$ cat config.mk
export PLATFORM = sky130hd
export DESIGN_NAME = spi_regbank_sync
export DESIGN_NICKNAME = d
export VERILOG_FILES = /design/src/rtl/spi_regbank_sync.sv
export SDC_FILE = /design/constraint.sdc
export NUM_CORES = 1
export LEC_CHECK = 0
export CORE_MARGIN = 4
export CORE_UTILIZATION = 39
export DETAILED_ROUTE_END_ITERATION = 6
export PLACE_DENSITY_LB_ADDON = 0.1
export SLEW_MARGIN = 20
export SYNTH_ARGS = -nofsm -noshare
export SYNTH_HDL_FRONTEND = slang
export SYNTH_SLANG_ARGS = --single-unit
export TNS_END_PERCENT = 20
$ cat constraint.sdc
create_clock -name clk -period 5.9 [get_ports clk]
set_input_delay 0.59 -clock clk [delete_from_list [all_inputs] [get_ports clk]]
set_output_delay 0.59 -clock clk [all_outputs]
set_load 0.02 [all_outputs]
$ cat src/rtl/spi_regbank_sync.sv
// SPI mode-0 register bank, SCK/CS_N/COPI oversampled in the clk domain.
// Optional odd parity on frames and read data: define SPI_REGBANK_PARITY_EN.
module spi_regbank_sync #(
  parameter int                  NUM_REGS  = 8,
  parameter int                  DATA_W    = 10,
  parameter int                  ADDR_W    = 4,
  parameter logic [NUM_REGS-1:0] RO_MASK   = 8'b1100_0000,
  parameter logic [DATA_W-1:0]   RESET_VAL = '0
) (
  input  logic                       clk,
  input  logic                       rst,
  input  logic                       sck,
  input  logic                       cs_n,
  input  logic                       copi,
  output logic                       cipo,
  output logic                       cipo_oe,
  input  logic [NUM_REGS*DATA_W-1:0] status_in,
  output logic [NUM_REGS*DATA_W-1:0] regs_out,
  output logic                       wr_strobe,
  output logic [ADDR_W-1:0]          wr_addr,
  output logic                       wr_err,
  output logic                       frame_err
);

`ifdef SPI_REGBANK_PARITY_EN
  localparam int PAR_W = 1;
`else
  localparam int PAR_W = 0;
`endif

  localparam int FRAME_W = 1 + ADDR_W + DATA_W + PAR_W;
  localparam int TX_W    = DATA_W + PAR_W;
  localparam int CNT_W   = $clog2(FRAME_W + 2);

  localparam logic [CNT_W-1:0] CNT_ADDR  = CNT_W'(ADDR_W);
  localparam logic [CNT_W-1:0] CNT_DLO   = CNT_W'(1 + ADDR_W);
  localparam logic [CNT_W-1:0] CNT_FRAME = CNT_W'(FRAME_W);
  localparam logic [CNT_W-1:0] CNT_MAX   = CNT_W'(FRAME_W + 1);

  typedef enum logic [1:0] {
    IDLE   = 2'd0,
    SHIFT  = 2'd1,
    COMMIT = 2'd2
  } state_t;

  state_t state_q, state_d;

  logic [2:0] sck_q;
  logic [2:0] cs_q;
  logic [1:0] copi_q;

  logic sck_rise, sck_fall;
  logic cs_rise, cs_fall;
  logic copi_s;

  logic [CNT_W-1:0]   bit_cnt_q;
  logic [FRAME_W-1:0] rx_q;
  logic [FRAME_W-1:0] rx_nx;
  logic [TX_W-1:0]    tx_q;
  logic [TX_W-1:0]    tx_load;
  logic               cipo_q;
  logic               pend_q;
  logic               start;

  logic [DATA_W-1:0] regs_q [NUM_REGS];
  logic [DATA_W-1:0] rd_data;
  logic [ADDR_W-1:0] rd_addr;

  logic              rx_rw;
  logic [ADDR_W-1:0] rx_addr;
  logic [DATA_W-1:0] rx_data;
  logic              wr_ok;
  logic              par_ok;

  logic              wr_strobe_q;
  logic              wr_err_q;
  logic              frame_err_q;
  logic [ADDR_W-1:0] wr_addr_q;

  // Synchronisers track the pins through reset so a held-low CS_N
  // cannot fake a cs_fall once reset is released.
  always_ff @(posedge clk) begin
    sck_q  <= {sck_q[1:0], sck};
    cs_q   <= {cs_q[1:0], cs_n};
    copi_q <= {copi_q[0], copi};
  end

  assign sck_rise = sck_q[1] & ~sck_q[2];
  assign sck_fall = ~sck_q[1] & sck_q[2];
  assign cs_rise  = cs_q[1] & ~cs_q[2];
  assign cs_fall  = ~cs_q[1] & cs_q[2];
  assign copi_s   = copi_q[1];

  always_ff @(posedge clk) begin
    if (!rst) begin
      state_q <= IDLE;
    end else begin
      state_q <= state_d;
    end
  end

  always_comb begin
    state_d = state_q;
    unique case (state_q)
      IDLE:    if (cs_fall || pend_q) state_d = SHIFT;
      SHIFT:   if (cs_rise) state_d = COMMIT;
      default: state_d = IDLE;
    endcase
  end

  assign start   = (state_q == IDLE) && (state_d == SHIFT);
  assign rx_nx   = {rx_q[FRAME_W-2:0], copi_s};
  assign rd_addr = rx_nx[ADDR_W-1:0];

  assign rx_rw   = rx_q[FRAME_W-1];
  assign rx_addr = rx_q[FRAME_W-2 -: ADDR_W];
  assign rx_data = rx_q[PAR_W +: DATA_W];

  always_comb begin
    rd_data = '0;
    for (int i = 0; i < NUM_REGS; i++) begin
      if (rd_addr == ADDR_W'(i)) begin
        rd_data = RO_MASK[i] ? status_in[i*DATA_W +: DATA_W]
                             : regs_q[i];
      end
    end
  end

  always_comb begin
    wr_ok = 1'b0;
    for (int i = 0; i < NUM_REGS; i++) begin
      if (rx_addr == ADDR_W'(i) && !RO_MASK[i]) wr_ok = 1'b1;
    end
  end

`ifdef SPI_REGBANK_PARITY_EN
  assign tx_load = {rd_data, ~^rd_data};
  assign par_ok  = ^rx_q;
`else
  assign tx_load = rd_data;
  assign par_ok  = 1'b1;
`endif

  always_ff @(posedge clk) begin
    if (!rst) begin
      bit_cnt_q   <= '0;
      rx_q        <= '0;
      tx_q        <= '0;
      cipo_q      <= 1'b0;
      pend_q      <= 1'b0;
      wr_strobe_q <= 1'b0;
      wr_err_q    <= 1'b0;
      frame_err_q <= 1'b0;
      wr_addr_q   <= '0;
      for (int i = 0; i < NUM_REGS; i++) regs_q[i] <= RESET_VAL;
    end else begin
      wr_strobe_q <= 1'b0;
      wr_err_q    <= 1'b0;
      frame_err_q <= 1'b0;
      pend_q      <= (state_q == COMMIT) && cs_fall;
      if (start) begin
        bit_cnt_q <= '0;
        rx_q      <= '0;
        tx_q      <= '0;
        cipo_q    <= 1'b0;
      end else if (state_q == SHIFT) begin
        if (sck_rise) begin
          rx_q <= rx_nx;
          if (bit_cnt_q != CNT_MAX) bit_cnt_q <= bit_cnt_q + 1'b1;
          if (bit_cnt_q == CNT_ADDR) tx_q <= tx_load;
        end
        if (sck_fall) begin
          if (bit_cnt_q >= CNT_DLO && bit_cnt_q < CNT_FRAME) begin
            cipo_q <= tx_q[TX_W-1];
            tx_q   <= tx_q << 1;
          end else begin
            cipo_q <= 1'b0;
          end
        end
      end else if (state_q == COMMIT) begin
        cipo_q <= 1'b0;
        if (bit_cnt_q != CNT_FRAME || !par_ok) begin
          frame_err_q <= 1'b1;
        end else if (rx_rw) begin
          if (wr_ok) begin
            wr_strobe_q <= 1'b1;
            wr_addr_q   <= rx_addr;
            for (int i = 0; i < NUM_REGS; i++) begin
              if (rx_addr == ADDR_W'(i)) regs_q[i] <= rx_data;
            end
          end else begin
            wr_err_q <= 1'b1;
          end
        end
      end else begin
        cipo_q <= 1'b0;
      end
    end
  end

  always_comb begin
    regs_out = '0;
    for (int i = 0; i < NUM_REGS; i++) begin
      regs_out[i*DATA_W +: DATA_W] = RO_MASK[i] ? '0 : regs_q[i];
    end
  end

  assign cipo_oe   = (state_q == SHIFT);
  assign cipo      = cipo_q & cipo_oe;
  assign wr_strobe = wr_strobe_q;
  assign wr_err    = wr_err_q;
  assign frame_err = frame_err_q;
  assign wr_addr   = wr_addr_q;

endmodule

### Word level (Yosys, flattened, before mapping)

Memory sizes are Yosys's and may differ from the RTL's.
Index checks and enable logic that the tools add are counted.

* bitwise logic cells: 23
* $add $sub $neg: 1
* eq/ne operators: 20
* reduce and logical (&&, ||, !) cells: 14
* muxes and demuxes: 105
* order comparisons: 2

Operators with widths (number)
* $mux 10: 20
* $mux 1: 82
* $eq 4x3->1 const B: 8
* $eq 4x2->1 const B: 4
* $not 1->1: 10
* $eq 4x1->1 const B: 2
* $logic_not 4->1: 2
* $or 1x1->1: 8
* $reduce_and 6->1: 1
* $reduce_or 6->1: 1
* $add 5x1->5 const B: 1
* $and 1x1->1: 5
* $eq 5x3->1 const B: 1
* $ge 5x3->1 const B: 1
* $lt 5x4->1 const B: 1
* $ne 5x4->1 const B: 1
* $ne 5x5->1 const B: 1
* $eq 2x1->1 const B: 2
* $mux 2: 2
* $pmux 2 s2: 1
* $reduce_or 4->1: 1
* $logic_and 1x1->1: 3
* $reduce_and 3->1: 1
* $reduce_or 3->1: 1
* other kinds (5): 5

* word-level logic and storage cells: 179
* flip-flop bits (word level): 49
* memories kept: 1
* RAM bits: 80
* input port bits: 85
* output and inout bits: 89

Memories
* regs_q: words 8, bits a word 10, rd ports 6, clocked after memory_dff 0, wr ports 8, RTL line 65 `logic [DATA_W-1:0] regs_q [NUM_REGS];`

### Logic depth before layout (Yosys ltp)

* depth after elaboration: 16
* mapped depth: 8

### Worst setup path after synthesis

Ideal clock, no wire load.

* kind: register -> register
* start: register bit_cnt_q[0]
* end: memory regs_q[0][0] (enable)
* arrival: 2.543 ns
* required time: 5.493 ns
* path buffers: 0
* stages on the path, launching flop included: 7
* setup slack: 2.950 ns
* period minus slack after synthesis: 2.950 ns
* cells stage by stage: dfxtp_1 > ha_1 > and3_2 > ha_1 > nand4b_1 > or2_2 > o41ai_1

RTL lines
* from (decl): RTL line 56 `logic [CNT_W-1:0] bit_cnt_q;`
* from (signal assigned): RTL line 169 `if (bit_cnt_q != CNT_MAX) bit_cnt_q <= bit_cnt_q + 1'b1;`
* to (decl): RTL line 65

==> flow_summary.json <==
{
  "status": "completed",
  "hold_end": "copi_q[1]",
  "fin_crit_ps": 2599,
  "tritoncts": "done",
  "cap_violations": 0,
  "leakage_nw": 2.391,
  "path_clk_slew_ps": 70,
  "skew_ps": 6.256,
  "hpwl_um": 10500,
  "routed-via-count": 4176,
  "synthFlopType": "edfxtp_1",
  "crit_path_end_kind": "register",
  "criticalPathCategory": "register to register",
  "power_mw": 1.609,
  "rsz0062_at_grt": "no",
  "slew_headroom_pct": 35.66,
  "cp_cell_sequence": "ha_1 -> and3_2 -> ha_1 -> nand4b_1 -> nor2_1 -> nand2_1 -> nor2_1 -> and2_1",
  "synth_seq_cells": 109,
  "rows": 42,
  "crit_arrival_ps": 2810,
  "hold_depth": 0,
  "reg2regPathDepth": 8,
  "drtIter0Drc": 412,
  "synth_cells": 530,
  "grt_pass1_wl_um": 23330,
  "synth_warnings": 0,
  "drc": 0,
  "setup_viol": 0,
  "synth_edf_count": 60,
  "setup-tns-final_ps": 0,
  "clockBufferDepth": 2,
  "routabilityCongestion": 0.8391,
  "cts_buffers": 9,
  "report.final.slew_viol_count": 0,
  "dr.pass1.iters": 5,
  "cp_max_fo": 10,
  "n_antenna_cell": 0,
  "crit_slowest_cell": "nor2_1",
  "max_freq_mhz": 384.8,
  "wl_um": 14800,
  "ant_nets": 0,
  "grt_max_degree": 50,
  "synth_area_um2": 5318,
  "dieArea_um2": 15570,
  "port_buffers": 93,
  "postCtsHoldBufs": 0,
  "cts_root_buf": "clkbuf_16",
  "overflow": 0,
  "clkLatencyLatePin_ps": 350,
  "grt_pass1_vias": 4104,
  "cts_resized": 0,
  "worstHoldStart": "copi_q[0]",
  "critPathLaunchType": "register",
  "core_area_um2": 13300,
  "finalCritPeriodShare_pct": 44.05,
  "drive_gt1_share_pct": 7.329,
  "initial_core_util_pct": 40.00,
  "layout_common_cells": "93 x clkdlybuf4s50_1, 62 x and2_1, 60 x edfxtp_1",
  "nets": 698,
  "h-tree-depth": 3,
  "layout_commonest_cell": "clkdlybuf4s50_1",
  "wl_per_cell_um": 18.74,
  "track_usage_pct": 19.00,
  "clkSinkCount": 109,
  "critical-path-max-stage-delay_ps": 640,
  "avgSynthCellArea_um2": 10.03,
  "viasPerCell": 5.286,
  "vdd_drop_max_v": 0.0001875,
  "tightestPinTransition_ps": 965.1,
  "netlist-cell-type-count": 55,
  "async_flop_share_pct": 0,
  "die_width_um": 124.8,
  "post_cts_buffers": 0,
  "cp.required_ps": 6120,
  "yosysSeqAreaShare_pct": 52.33,
  "r2r_setup_slack_ps": 3300,
  "dieHeight_um": 124.8,
  "hp-class": "register to register",
  "antenna_found_initial": 0,
  "worstReg2RegEnd": "regs_q[1][8]",
  "hold_violations": 0,
  "multiInputGateArea_um2": 2301,
  "area_delta_synth_final_pct": 24.52,
  "ff_latch_area_um2": 2784,
  "powerDensity_nw_per_um2": 243.0,
  "worstReg2RegStart": "bit_cnt_q[0]",
  "pin_count": 174,
  "fillerInstances": 1244
}
how the worst max path moves through the flow:
stage | from | end | depth (start not counted)
after CTS | rst | regs_q[4][6] | 4
final | bit_cnt_q[0] | regs_q[1][8] | 8
after floorplan | bit_cnt_q[0] | regs_q[0][0] | 6
after global routing | bit_cnt_q[0] | regs_q[1][2] | 8
after detailed placement | rst | regs_q[4][6] | 4
after global placement | rst | regs_q[4][9] | 4
logic make-up after synthesis:
logic type,share of synthesized area (%)
simple gates,22.31
buf+inv,6.188
compound gates,15.29
mux,2.376
flops,52.33
fa+ha+maj,0.9412
xor+xnor,0.4942
other cells,0.07052
registers in the layout (all words and copies together) (netlist names), 2 cells and up:
| register | cells |
|---|---|
| bit_cnt_q | 5 |
| copi_q | 2 |
| cs_q | 3 |
| regs_q | 60 |
| rx_q | 15 |
| sck_q | 3 |
| state_q | 2 |
| tx_q | 10 |
| wr_addr | 4 |
Yosys cell counts, types with 4 or more instances:
master	n	area, um2
a21oi_1	28	140.1
a221oi_1	6	52.55
a221oi_2	5	75.07
a22o_1	10	87.58
a31oi_1	9	56.30
and2_1	62	387.9
and3_1	4	25.02
buf_2	8	40.04
buf_4	20	150.1
clkbuf_1	21	78.83
dfxtp_1	49	980.9
edfxtp_1	60	1802
ha_1	4	50.05
inv_1	12	45.04
mux2_2	5	56.30
mux2i_1	7	70.07
nand2_1	58	217.7
nand2b_1	14	87.58
nand3_1	4	20.02
nor2_1	35	131.4
nor2b_1	14	87.58
nor3b_1	5	37.54
o21ai_0	34	170.2
o221ai_1	4	35.03
o2bb2ai_1	4	35.03
o311a_1	4	40.04
o31ai_1	6	45.04
stage by stage:
stage               utilization [%]  worst slack [ps]  std cells  cell area (um2)  hold WS (ps)
finish                        49.80              3301        790             6621         327.9
CTS                           49.78              3320        790             6619         330.3
global placement              47.62              3003        774             6331         314.8
detailed placement            47.62              2965        774             6331         317.8
global route                  49.80              3124        790             6621         337.3
floorplan                         -              2950        549             5389         309.6
routing by layer:
metal  up-vias  track usage, %  share of wire, %
met5         -               0                 0
met4         0           5.867               2.0
met3        20           5.274               5.3
met2       137           29.96                47
met1      2018           25.41                45
li1       2001               -                 -
cell type report:
type,count,share of cell area [%]
multi-input cells,377,34.75
clock buffers,13,4.101
well taps,176,3.326
inverters,12,0.6803
clock inverters,3,0.2457
repair buffers,100,14.85
flip-flops and latches,109,42.04
worst max-delay path, delay by kind of cell (launching register included):
family,cells,cell delay (ps)
adders and majority gates,2,370
DFF,1,480
and+or+nand+nor,6,1620
power by group:
| group | total [mW] | internal (mW) | switching [mW] |
|---|---|---|---|
| combinational | 0.175 | 0.0749 | 0.0997 |
| clock | 0.590 | 0.323 | 0.267 |
| sequential | 0.844 | 0.824 | 0.0200 |
Power figures use the tool's default switching activity.
